[src/rtl/traffic_phase_sequencer_pkg.sv]
// traffic_pkg: state type, index-width helpers and reset duration.
// Shared by the phase sequencer, its interface and its timer.
package traffic_pkg;

  typedef enum logic [1:0] {
    IDLE,
    RUN,
    HOLD
  } state_t;

  localparam int DEFAULT_DUR = 3;

  function automatic int idx_w(input int n);
    return (n <= 2) ? 1 : $clog2(n);
  endfunction

  function automatic int tab_w(input int nsens);
    return idx_w(nsens + 1);
  endfunction

endpackage

[src/rtl/traffic_phase_sequencer_if.sv]
// Sensor, config and lamp-side signals of the phase sequencer.
// master drives sensors/config, slave is the sequencer.
interface traffic_phase_sequencer_if
  import traffic_pkg::*;
#(
  parameter int NUM_PHASES  = 8,
  parameter int NUM_SENSORS = 3,
  parameter int NUM_LAMPS   = 9,
  parameter int DUR_W       = 8
) ();

  localparam int PW = idx_w(NUM_PHASES);
  localparam int TW = tab_w(NUM_SENSORS);

  logic                   enable_general;
  logic [NUM_SENSORS-1:0] sensor;
  logic                   ped_req;
  logic                   clear_ok;
  logic                   cfg_we;
  logic [TW-1:0]          cfg_table;
  logic [PW-1:0]          cfg_phase;
  logic [DUR_W-1:0]       cfg_dur;
  logic [NUM_LAMPS-1:0]   cfg_mask;
  logic [PW-1:0]          phase;
  logic [TW-1:0]          table_sel;
  logic                   phase_start;
  logic [NUM_LAMPS-1:0]   lamp_toggle;
  logic                   lamp_set;
  logic                   holding;
  logic                   ped_pending;

  modport master (
    output enable_general, sensor, ped_req,
    output clear_ok, cfg_we, cfg_table,
    output cfg_phase, cfg_dur, cfg_mask,
    input  phase, table_sel, phase_start,
    input  lamp_toggle, lamp_set, holding,
    input  ped_pending
  );

  modport slave (
    input  enable_general, sensor, ped_req,
    input  clear_ok, cfg_we, cfg_table,
    input  cfg_phase, cfg_dur, cfg_mask,
    output phase, table_sel, phase_start,
    output lamp_toggle, lamp_set, holding,
    output ped_pending
  );

endinterface

[src/rtl/traffic_phase_sequencer_sec_timer.sv]
// sec_timer: tick prescaler plus seconds counter for one phase.
// expire is high on the last cycle of a dur-second interval.
module sec_timer
  import traffic_pkg::*;
#(
  parameter int TICKS = 10000,
  parameter int DUR_W = 8
) (
  input  logic             clk,
  input  logic             rst,
  input  logic             clr,
  input  logic             run,
  input  logic [DUR_W-1:0] dur,
  output logic             expire
);

  localparam int PRE_W = idx_w(TICKS);

  logic [PRE_W-1:0] pre_q, pre_d;
  logic [DUR_W-1:0] sec_q, sec_d;
  logic             pre_wrap;

  assign pre_wrap = pre_q == PRE_W'(TICKS - 1);
  assign expire   = pre_wrap && (sec_q == dur - 1'b1);

  always_comb begin
    pre_d = pre_q;
    sec_d = sec_q;
    if (clr) begin
      pre_d = '0;
      sec_d = '0;
    end else if (run) begin
      pre_d = pre_wrap ? '0 : pre_q + 1'b1;
      if (pre_wrap) sec_d = sec_q + 1'b1;
    end
  end

  always_ff @(posedge clk or posedge rst) begin
    if (rst) begin
      pre_q <= '0;
      sec_q <= '0;
    end else begin
      pre_q <= pre_d;
      sec_q <= sec_d;
    end
  end

endmodule

[src/rtl/traffic_phase_sequencer.sv]
// Timed phase sequencer with sensor-selected tables and hold phases.
// TRAFFIC_PHASE_SEQUENCER_PED_EN enables the pedestrian extension.
module traffic_phase_sequencer
  import traffic_pkg::*;
#(
  parameter int NUM_PHASES    = 8,
  parameter int NUM_SENSORS   = 3,
  parameter int NUM_LAMPS     = 9,
  parameter int TICKS_PER_SEC = 10000,
  parameter int DUR_W         = 8,
  parameter int DEFAULT_DUR   = traffic_pkg::DEFAULT_DUR,
  parameter logic [NUM_PHASES-1:0] HOLD_MASK = 8'b1110_0000,
  parameter int PED_PHASE     = 0
) (
  input logic CLK,
  input logic reset_general,
  traffic_phase_sequencer_if.slave bus
);

  localparam int NT = NUM_SENSORS + 1;
  localparam int PW = idx_w(NUM_PHASES);
  localparam int TW = tab_w(NUM_SENSORS);

  state_t st_q, st_d;
  logic [PW-1:0] phase_q, phase_d, nxt, wrap;
  logic [TW-1:0] tsel_q, tsel_d, sens_tab, use_t;
  logic [DUR_W-1:0] dlat_q, dlat_d, raw, base;
  logic [DUR_W:0] dbl;
  logic [NUM_LAMPS-1:0] tog_q, tog_d;
  logic start_q, start_d, lset_q, lset_d;
  logic hold_q, hold_d, ped_q, ped_d;
  logic clr, run, enter, expire, ped_hit;

  logic [DUR_W-1:0] dur_q [NT][NUM_PHASES];
  logic [DUR_W-1:0] dur_d [NT][NUM_PHASES];
  logic [NUM_LAMPS-1:0] mask_q [NT][NUM_PHASES];
  logic [NUM_LAMPS-1:0] mask_d [NT][NUM_PHASES];

  sec_timer #(
    .TICKS(TICKS_PER_SEC),
    .DUR_W(DUR_W)
  ) u_timer (
    .clk   (CLK),
    .rst   (reset_general),
    .clr   (clr),
    .run   (run),
    .dur   (dlat_q),
    .expire(expire)
  );

  always_comb begin
    dur_d  = dur_q;
    mask_d = mask_q;
    if (bus.cfg_we && int'(bus.cfg_table) < NT
        && int'(bus.cfg_phase) < NUM_PHASES) begin
      dur_d[bus.cfg_table][bus.cfg_phase]  = bus.cfg_dur;
      mask_d[bus.cfg_table][bus.cfg_phase] = bus.cfg_mask;
    end
  end

  // Ambiguous sensor patterns fall back to table 0.
  always_comb begin
    sens_tab = '0;
    if ($onehot(bus.sensor))
      for (int i = 0; i < NUM_SENSORS; i++)
        if (bus.sensor[i]) sens_tab = TW'(i + 1);
  end

  always_comb begin
    st_d    = st_q;
    phase_d = phase_q;
    tsel_d  = tsel_q;
    dlat_d  = dlat_q;
    start_d = 1'b0;
    tog_d   = '0;
    lset_d  = 1'b0;
    hold_d  = 1'b0;
    clr     = 1'b0;
    run     = 1'b0;
    enter   = 1'b0;
    nxt     = '0;
    wrap    = (phase_q == PW'(NUM_PHASES - 1))
            ? '0 : phase_q + 1'b1;
    if (st_q != IDLE && !bus.enable_general) begin
      st_d    = IDLE;
      clr     = 1'b1;
      phase_d = '0;
      tsel_d  = '0;
    end else begin
      unique case (st_q)
        IDLE: begin
          clr = 1'b1;
          if (bus.enable_general) begin
            enter  = 1'b1;
            lset_d = 1'b1;
          end
        end
        RUN: begin
          if (!expire) begin
            run = 1'b1;
          end else if (!HOLD_MASK[phase_q] || bus.clear_ok) begin
            enter = 1'b1;
            nxt   = wrap;
          end else begin
            st_d   = HOLD;
            hold_d = 1'b1;
          end
        end
        HOLD: begin
          if (bus.clear_ok) begin
            enter = 1'b1;
            nxt   = wrap;
          end else begin
            hold_d = 1'b1;
          end
        end
        default: st_d = IDLE;
      endcase
    end
    use_t   = (nxt == '0) ? sens_tab : tsel_q;
    raw     = dur_q[use_t][nxt];
    base    = (raw == '0) ? DUR_W'(1) : raw;
    dbl     = {base, 1'b0};
    ped_hit = enter && (nxt == PW'(PED_PHASE));
    if (enter) begin
      st_d    = RUN;
      clr     = 1'b1;
      phase_d = nxt;
      tsel_d  = use_t;
      start_d = 1'b1;
      tog_d   = mask_q[use_t][nxt];
      dlat_d  = base;
      if (ped_hit && ped_q)
        dlat_d = dbl[DUR_W] ? '1 : dbl[DUR_W-1:0];
    end
  end

`ifdef TRAFFIC_PHASE_SEQUENCER_PED_EN
  assign ped_d = bus.ped_req | (ped_q & ~ped_hit);
`else
  assign ped_d = bus.ped_req & 1'b0;
`endif

  always_ff @(posedge CLK or posedge reset_general) begin
    if (reset_general) begin
      st_q    <= IDLE;
      phase_q <= '0;
      tsel_q  <= '0;
      dlat_q  <= DUR_W'(1);
      tog_q   <= '0;
      start_q <= 1'b0;
      lset_q  <= 1'b0;
      hold_q  <= 1'b0;
      ped_q   <= 1'b0;
      for (int t = 0; t < NT; t++)
        for (int p = 0; p < NUM_PHASES; p++) begin
          dur_q[t][p]  <= DUR_W'(DEFAULT_DUR);
          mask_q[t][p] <= '0;
        end
    end else begin
      st_q    <= st_d;
      phase_q <= phase_d;
      tsel_q  <= tsel_d;
      dlat_q  <= dlat_d;
      tog_q   <= tog_d;
      start_q <= start_d;
      lset_q  <= lset_d;
      hold_q  <= hold_d;
      ped_q   <= ped_d;
      dur_q   <= dur_d;
      mask_q  <= mask_d;
    end
  end

  assign bus.phase       = phase_q;
  assign bus.table_sel   = tsel_q;
  assign bus.phase_start = start_q;
  assign bus.lamp_toggle = tog_q;
  assign bus.lamp_set    = lset_q;
  assign bus.holding     = hold_q;
  assign bus.ped_pending = ped_q;

endmodule
[src/flat_wrapper.sv]
// flat-port wrapper written by rule: the top's interface ports become plain ports
module traffic_phase_sequencer_flat import traffic_pkg::*;
#(
  parameter int NUM_PHASES    = 8,
  parameter int NUM_SENSORS   = 3,
  parameter int NUM_LAMPS     = 9,
  parameter int TICKS_PER_SEC = 10000,
  parameter int DUR_W         = 8,
  parameter int DEFAULT_DUR   = traffic_pkg::DEFAULT_DUR,
  parameter logic [NUM_PHASES-1:0] HOLD_MASK = 8'b1110_0000,
  parameter int PED_PHASE     = 0
)
  (CLK, reset_general, bus_enable_general, bus_sensor, bus_ped_req, bus_clear_ok, bus_cfg_we, bus_cfg_table, bus_cfg_phase, bus_cfg_dur, bus_cfg_mask, bus_phase, bus_table_sel, bus_phase_start, bus_lamp_toggle, bus_lamp_set, bus_holding, bus_ped_pending);
  traffic_phase_sequencer_if #(.NUM_PHASES(NUM_PHASES), .NUM_SENSORS(NUM_SENSORS), .NUM_LAMPS(NUM_LAMPS), .DUR_W(DUR_W)) bus_i ();
  input logic CLK;
  input logic reset_general;
  input wire logic [$bits(bus_i.enable_general)-1:0] bus_enable_general;
  input wire logic [$bits(bus_i.sensor)-1:0] bus_sensor;
  input wire logic [$bits(bus_i.ped_req)-1:0] bus_ped_req;
  input wire logic [$bits(bus_i.clear_ok)-1:0] bus_clear_ok;
  input wire logic [$bits(bus_i.cfg_we)-1:0] bus_cfg_we;
  input wire logic [$bits(bus_i.cfg_table)-1:0] bus_cfg_table;
  input wire logic [$bits(bus_i.cfg_phase)-1:0] bus_cfg_phase;
  input wire logic [$bits(bus_i.cfg_dur)-1:0] bus_cfg_dur;
  input wire logic [$bits(bus_i.cfg_mask)-1:0] bus_cfg_mask;
  output wire logic [$bits(bus_i.phase)-1:0] bus_phase;
  output wire logic [$bits(bus_i.table_sel)-1:0] bus_table_sel;
  output wire logic [$bits(bus_i.phase_start)-1:0] bus_phase_start;
  output wire logic [$bits(bus_i.lamp_toggle)-1:0] bus_lamp_toggle;
  output wire logic [$bits(bus_i.lamp_set)-1:0] bus_lamp_set;
  output wire logic [$bits(bus_i.holding)-1:0] bus_holding;
  output wire logic [$bits(bus_i.ped_pending)-1:0] bus_ped_pending;
  assign bus_i.enable_general = bus_enable_general;
  assign bus_i.sensor = bus_sensor;
  assign bus_i.ped_req = bus_ped_req;
  assign bus_i.clear_ok = bus_clear_ok;
  assign bus_i.cfg_we = bus_cfg_we;
  assign bus_i.cfg_table = bus_cfg_table;
  assign bus_i.cfg_phase = bus_cfg_phase;
  assign bus_i.cfg_dur = bus_cfg_dur;
  assign bus_i.cfg_mask = bus_cfg_mask;
  assign bus_phase = bus_i.phase;
  assign bus_table_sel = bus_i.table_sel;
  assign bus_phase_start = bus_i.phase_start;
  assign bus_lamp_toggle = bus_i.lamp_toggle;
  assign bus_lamp_set = bus_i.lamp_set;
  assign bus_holding = bus_i.holding;
  assign bus_ped_pending = bus_i.ped_pending;
  traffic_phase_sequencer #(.NUM_PHASES(NUM_PHASES), .NUM_SENSORS(NUM_SENSORS), .NUM_LAMPS(NUM_LAMPS), .TICKS_PER_SEC(TICKS_PER_SEC), .DUR_W(DUR_W), .DEFAULT_DUR(DEFAULT_DUR), .HOLD_MASK(HOLD_MASK), .PED_PHASE(PED_PHASE)) u_core (.CLK(CLK), .reset_general(reset_general), .bus(bus_i));
endmodule
[config.mk]
export PLATFORM = sky130hd
export DESIGN_NAME = traffic_phase_sequencer_flat
export DESIGN_NICKNAME = d
export VERILOG_FILES = /design/src/rtl/traffic_phase_sequencer_pkg.sv /design/src/rtl/traffic_phase_sequencer_if.sv /design/src/rtl/traffic_phase_sequencer_sec_timer.sv /design/src/rtl/traffic_phase_sequencer.sv /design/src/flat_wrapper.sv
export SDC_FILE = /design/constraint.sdc
export NUM_CORES = 1
export LEC_CHECK = 0
export BUFFER_PORTS_ARGS = -buffer_cell sky130_fd_sc_hd__buf_2
export CAP_MARGIN = 15
export CORE_MARGIN = 2
export CORE_UTILIZATION = 63
export CTS_BUF_LIST = sky130_fd_sc_hd__clkbuf_4 sky130_fd_sc_hd__clkbuf_8 sky130_fd_sc_hd__clkbuf_16
export DETAILED_ROUTE_END_ITERATION = 12
export PLACE_DENSITY = 0.8
export SETUP_SLACK_MARGIN = 0.15
export SLEW_MARGIN = 20
export SYNTH_ARGS = -nofsm -noshare
export SYNTH_HDL_FRONTEND = slang
export SYNTH_SLANG_ARGS = --single-unit
[constraint.sdc]
create_clock -name CLK -period 29.5 [get_ports CLK]
set_input_delay 7.375 -clock CLK [delete_from_list [all_inputs] [get_ports CLK]]
set_output_delay 7.375 -clock CLK [all_outputs]
set_load 0.03 [all_outputs]
==> flow_results.org <==
** Status
- Status :: finished clean

** Global routing
- Entering global routing, the biggest net connects 155 pins.
- Overflow left after global routing :: 0
- Number of antenna violations at the first check in global routing :: 0
- Number of global-route vias before repair :: 20390
- First-pass GRT wire length :: 113800 microns
- Global routing used 31.31% of the available tracks.

** Pwr
- In this run the power spent charging and discharging nets is 687.3 uW.
- Part of the power in combinational logic :: 20.9%
- Power per standard cell area :: 75.60 nW/um^2
- Total leakage power :: 13.81 nW
- The worst-case IR drop observed on VDD is 0.07939 mV.
- After layout, the design draws a total of 2.326 mW.
- Proportion of power drawn by the clock network :: 33.2%
- Switching portion of total power :: 29.55%
- Of the total power, registers draw 46.0%.
- Internal power comes to 1.639 mW.

** Setup path
- Along the worst path, the maximum fanout reaches 63.
- Type of the worst setup path :: in2reg
- Capture point of the worst reg-to-reg path :: u_core.dlat_q[0]$_DFFE_PP1P_
- Worst R2R Start :: u_core.dlat_q[0]$_DFFE_PP1P_
- The critical path starts at bus_clear_ok.
- The worst setup path is launched from an input port.
- The largest single stage delay on the critical path is 760 ps.
- Crit path required time :: 30060 ps
- Logic depth of the worst register-to-register path :: 16
- The largest individual stage delay along the critical path comes from the cell sky130_fd_sc_hd__buf_4.
- Setup slack on the worst reg-to-reg path comes out at 23130 ps.
- The worst setup path is captured at a flop.
- Critical path's most frequent cell :: sky130_fd_sc_hd__buf_4
- The most critical setup path has its endpoint at u_core.dlat_q[0]$_DFFE_PP1P_.
- At the worst endpoint, the arrival time is 12670 ps.
- Critical path, cell by cell :: buf_2, o21ai_0, or4_4, a211o_4, a21oi_4, and2_4, buf_4, buf_4, mux2i_1, a32o_1, o41ai_1, a2111oi_2, nand4_1, o21ai_1

** Yosys
- Cell area after synthesis :: 28200 sq um
- Synth Register Bits :: 593
- For this run, the leading register cell type out of synthesis is sky130_fd_sc_hd__dfrtp_1.
- Number of different library cells in the post-synthesis netlist :: 76
- Synth Warn # :: 0
- Share of synthesized registers carrying an async set or reset :: 100.0%
- Post-synthesis net count :: 2565
- Register area share after synthesis :: 52.91%
- Averaged over all synthesized cells, the footprint is 11.18 sq um.
- Number of cells produced by synthesis :: 2523
- Number of synthesized flops with an enable pin :: 0

** Clock network
- CTS root buffer :: sky130_fd_sc_hd__clkbuf_16
- The H-tree was split into 2 levels.
- Hold repair after CTS inserted 0 buffers.
- The tree built by TritonCTS fans out to 593 sinks.
- The later pin in the worst-skew pair is clocked with a latency of 650 ps.
- The clock passes through at most 3 buffers.
- CTS clock-pin slew for the worst setup and hold paths :: 60 ps
- Post-CTS repair changed the size of 0 cells.
- TritonCTS created 60 clock buffers.
- Post-CTS setup-driven buffer insertion count :: 0
- TritonCTS built the clock tree.

** Floorplan
- Pin placement for this block handled 49 I/O pins.
- Area of the core :: 44220 sq um
- Starting Density :: 63.77%
- The die is 215.6 microns wide.
- Cell row count :: 77
- Die boundary height :: 215.6 microns
- The die covers 46470 sq um.

** Timing
- Derived from the worst setup path, the maximum achievable clock frequency is 82.61 MHz.
- Number of endpoints with negative hold slack in the final report :: 0
- Smallest hold slack :: 502.1 ps
- Setup violations remaining at the end of the flow were counted as 0.
- RSZ-0062 raised after global routing :: no
- For the pin with the worst max-slew slack, the measured transition is 1196 ps.
- Clock skew on the completed layout was measured at 22.73 ps.
- Final Worst Setup Slack :: 17400 ps
- The total count of max-transition violations in the final report came to 0.
- Worst max-slew margin expressed relative to the limit :: 20.05%
- The final critical path takes up 41.03% of the cycle.
- Counting I/O delays and the setup requirement, the final critical path takes 12100 ps.
- Total Neg Setup Slack :: 0 ps

** Place
- Placed Cells incl. Taps :: 3014
- Routability-driven placement finished with a final weighted congestion of 0.8814.
- Count of input and output buffers :: 46
- Half-perimeter wire length after detailed placement :: 41740 microns
- Post-placement worst setup slack :: 16810 ps

** Final layout
- The finished layout holds 3127 standard cells, fillers aside.
- Filler Cell Count :: 3042
- In the final layout, the share of cells above drive strength 1 is 33.96%.
- Area Overhead vs Synth :: 9.118%
- The repair_antennas step left the layout with diodes totalling 0.
- The net count of the finished layout is 2526.

** Detailed routing
- Wire length per cell after detailed routing :: 23.01 microns
- Antenna-violating nets left :: 0
- In the routed design, unresolved DRC markers number 0.
- Using the TritonRoute via totals, the vias-per-cell ratio works out to 6.367.
- Via count :: 19910
- For this block, the routed nets add up to 71960 microns of wire.
- The first routing iteration left 1807 violations.
- Number of detailed-route iterations in the first pass :: 6

** Job
- Max-capacitance violation count :: 0

** Hold path
- The path class of the tightest hold or removal check is reg2reg.
==> through the flow <==
step / area (sq um) / util, %
after global routing: 30770 / 69.58
after floorplan: 28200 / -
after detailed placement: 28730 / 64.96
after global placement: 28720 / 64.95
final: 30770 / 69.58
after CTS: 30750 / 69.54
==> how the worst min path moves through the flow <==
stage / from / cells past startpoint / endpoint / slack, ps
floorplan: u_core.dlat_q[7]$_DFFE_PP0P_ / 2 / u_core.dlat_q[7]$_DFFE_PP0P_ / 470
global placement: u_core.dur_q[246]$_DFFE_PP0P_ / 1 / u_core.dur_q[246]$_DFFE_PP0P_ / 480
detailed placement: u_core.dur_q[254]$_DFFE_PP0P_ / 1 / u_core.dur_q[254]$_DFFE_PP0P_ / 490
CTS: u_core.dur_q[254]$_DFFE_PP0P_ / 1 / u_core.dur_q[254]$_DFFE_PP0P_ / 500
global route: u_core.mask_q[251]$_DFFE_PP0P_ / 1 / u_core.mask_q[251]$_DFFE_PP0P_ / 510
finish: u_core.dur_q[61]$_DFFE_PP0P_ / 1 / u_core.dur_q[61]$_DFFE_PP0P_ / 500
==> cells in the mapped netlist, types with 4 or more instances <==
cell type / number / area [sq um]
sky130_fd_sc_hd__nand2b_1: 5 / 31.28
sky130_fd_sc_hd__nand3b_1: 7 / 52.55
sky130_fd_sc_hd__buf_2: 42 / 210.2
sky130_fd_sc_hd__a21oi_1: 78 / 390.4
sky130_fd_sc_hd__xnor2_1: 9 / 78.83
sky130_fd_sc_hd__a211oi_1: 16 / 120.1
sky130_fd_sc_hd__dfrtp_1: 528 / 13210
sky130_fd_sc_hd__a31oi_1: 17 / 106.4
sky130_fd_sc_hd__and4_1: 4 / 35.03
sky130_fd_sc_hd__and2_1: 8 / 50.05
sky130_fd_sc_hd__nand4_1: 16 / 100.1
sky130_fd_sc_hd__mux4_2: 6 / 135.1
sky130_fd_sc_hd__inv_1: 14 / 52.55
sky130_fd_sc_hd__dfstp_2: 65 / 1708
sky130_fd_sc_hd__buf_4: 20 / 150.1
sky130_fd_sc_hd__o211ai_1: 21 / 157.7
sky130_fd_sc_hd__a211o_1: 4 / 35.03
sky130_fd_sc_hd__a21boi_0: 10 / 75.07
sky130_fd_sc_hd__and3_1: 12 / 75.07
sky130_fd_sc_hd__mux2_2: 546 / 6148
sky130_fd_sc_hd__ha_1: 10 / 125.1
sky130_fd_sc_hd__or3_1: 5 / 31.28
sky130_fd_sc_hd__nand3_1: 218 / 1091
sky130_fd_sc_hd__nand2_1: 487 / 1828
sky130_fd_sc_hd__mux2i_1: 28 / 280.3
sky130_fd_sc_hd__nor2b_1: 4 / 25.02
sky130_fd_sc_hd__a22o_1: 10 / 87.58
sky130_fd_sc_hd__xor2_1: 20 / 175.2
sky130_fd_sc_hd__o21ai_0: 22 / 110.1
sky130_fd_sc_hd__nor3b_1: 4 / 30.03
sky130_fd_sc_hd__clkbuf_1: 121 / 454.2
sky130_fd_sc_hd__nor3_1: 28 / 140.1
sky130_fd_sc_hd__o21ai_1: 5 / 25.02
sky130_fd_sc_hd__a22oi_1: 13 / 97.59
sky130_fd_sc_hd__nor2_1: 64 / 240.2
==> cells in the final DEF, fill, tap and decap left out, drive strengths merged, types with 65 or more instances in the layout <==
cell type,Yosys,layout
nand3,218,218
nor2,65,65
mux2,546,546
dfrtp,528,528
clkbuf,121,95
buf,66,86
a21oi,82,82
nand2,488,488
dfstp,65,65
==> critical path: cells and delay by family <==
| family | cells | cell delay [ps] |
|---|---|---|
| compound gates | 7 | 1850 |
| buf+inv | 3 | 1540 |
| simple gates | 3 | 1530 |
| mux | 1 | 250 |
==> sequential cells by signal, summed over array words and instances, names as in the netlist <==
register and count:
u_core.bus.holding 1, u_core.bus.lamp_set 1, u_core.bus.lamp_toggle 9, u_core.bus.phase 3, u_core.bus.phase_start 1, u_core.bus.table_sel 2, u_core.dlat_q 8, u_core.dur_q 256
u_core.mask_q 288, u_core.st_q 2, u_core.u_timer.pre_q 14, u_core.u_timer.sec_q 8
==> cell type report <==
cell class | instances | area [sq um] | area share, %
clock inverter | 18 | 177.7 | 0.5774
inverter | 15 | 68.82 | 0.2236
sequential | 593 | 14920 | 48.49
clock buffer | 95 | 1846 | 5.998
tap | 592 | 740.7 | 2.407
multi-input combinational | 1728 | 12470 | 40.53
timing repair buffer | 86 | 546.8 | 1.777
==> cell families after synthesis <==
family / count (synthesis) / synth area share [%]
fa+ha+maj: 11 / 0.5147
compound gates: 229 / 5.435
xor+xnor: 29 / 0.9007
mux: 580 / 23.28
simple gates: 878 / 13.75
flops: 593 / 52.91
other cells: 1 / 0.01330
buf+inv: 202 / 3.195
==> per-layer routing <==
metal	global-route usage (%)	share of wire, %	vias to the layer above
met2	51.25	48	803
met3	5.201	7.0	199
met5	0	0	-
met4	14.07	4.2	0
met1	41.42	41	10190
li1	-	-	8721
==> power groups by stage <==
stage	clock, mW	combinational, mW	sequential [mW]
after detailed placement	0	0.478	1.08
after CTS	0.776	0.483	1.07
after global placement	0	0.458	1.06
final	0.772	0.485	1.07
after global routing	0.813	0.530	1.08
after floorplan	0	0.376	1.06
(Power assumes the default switching activity.)
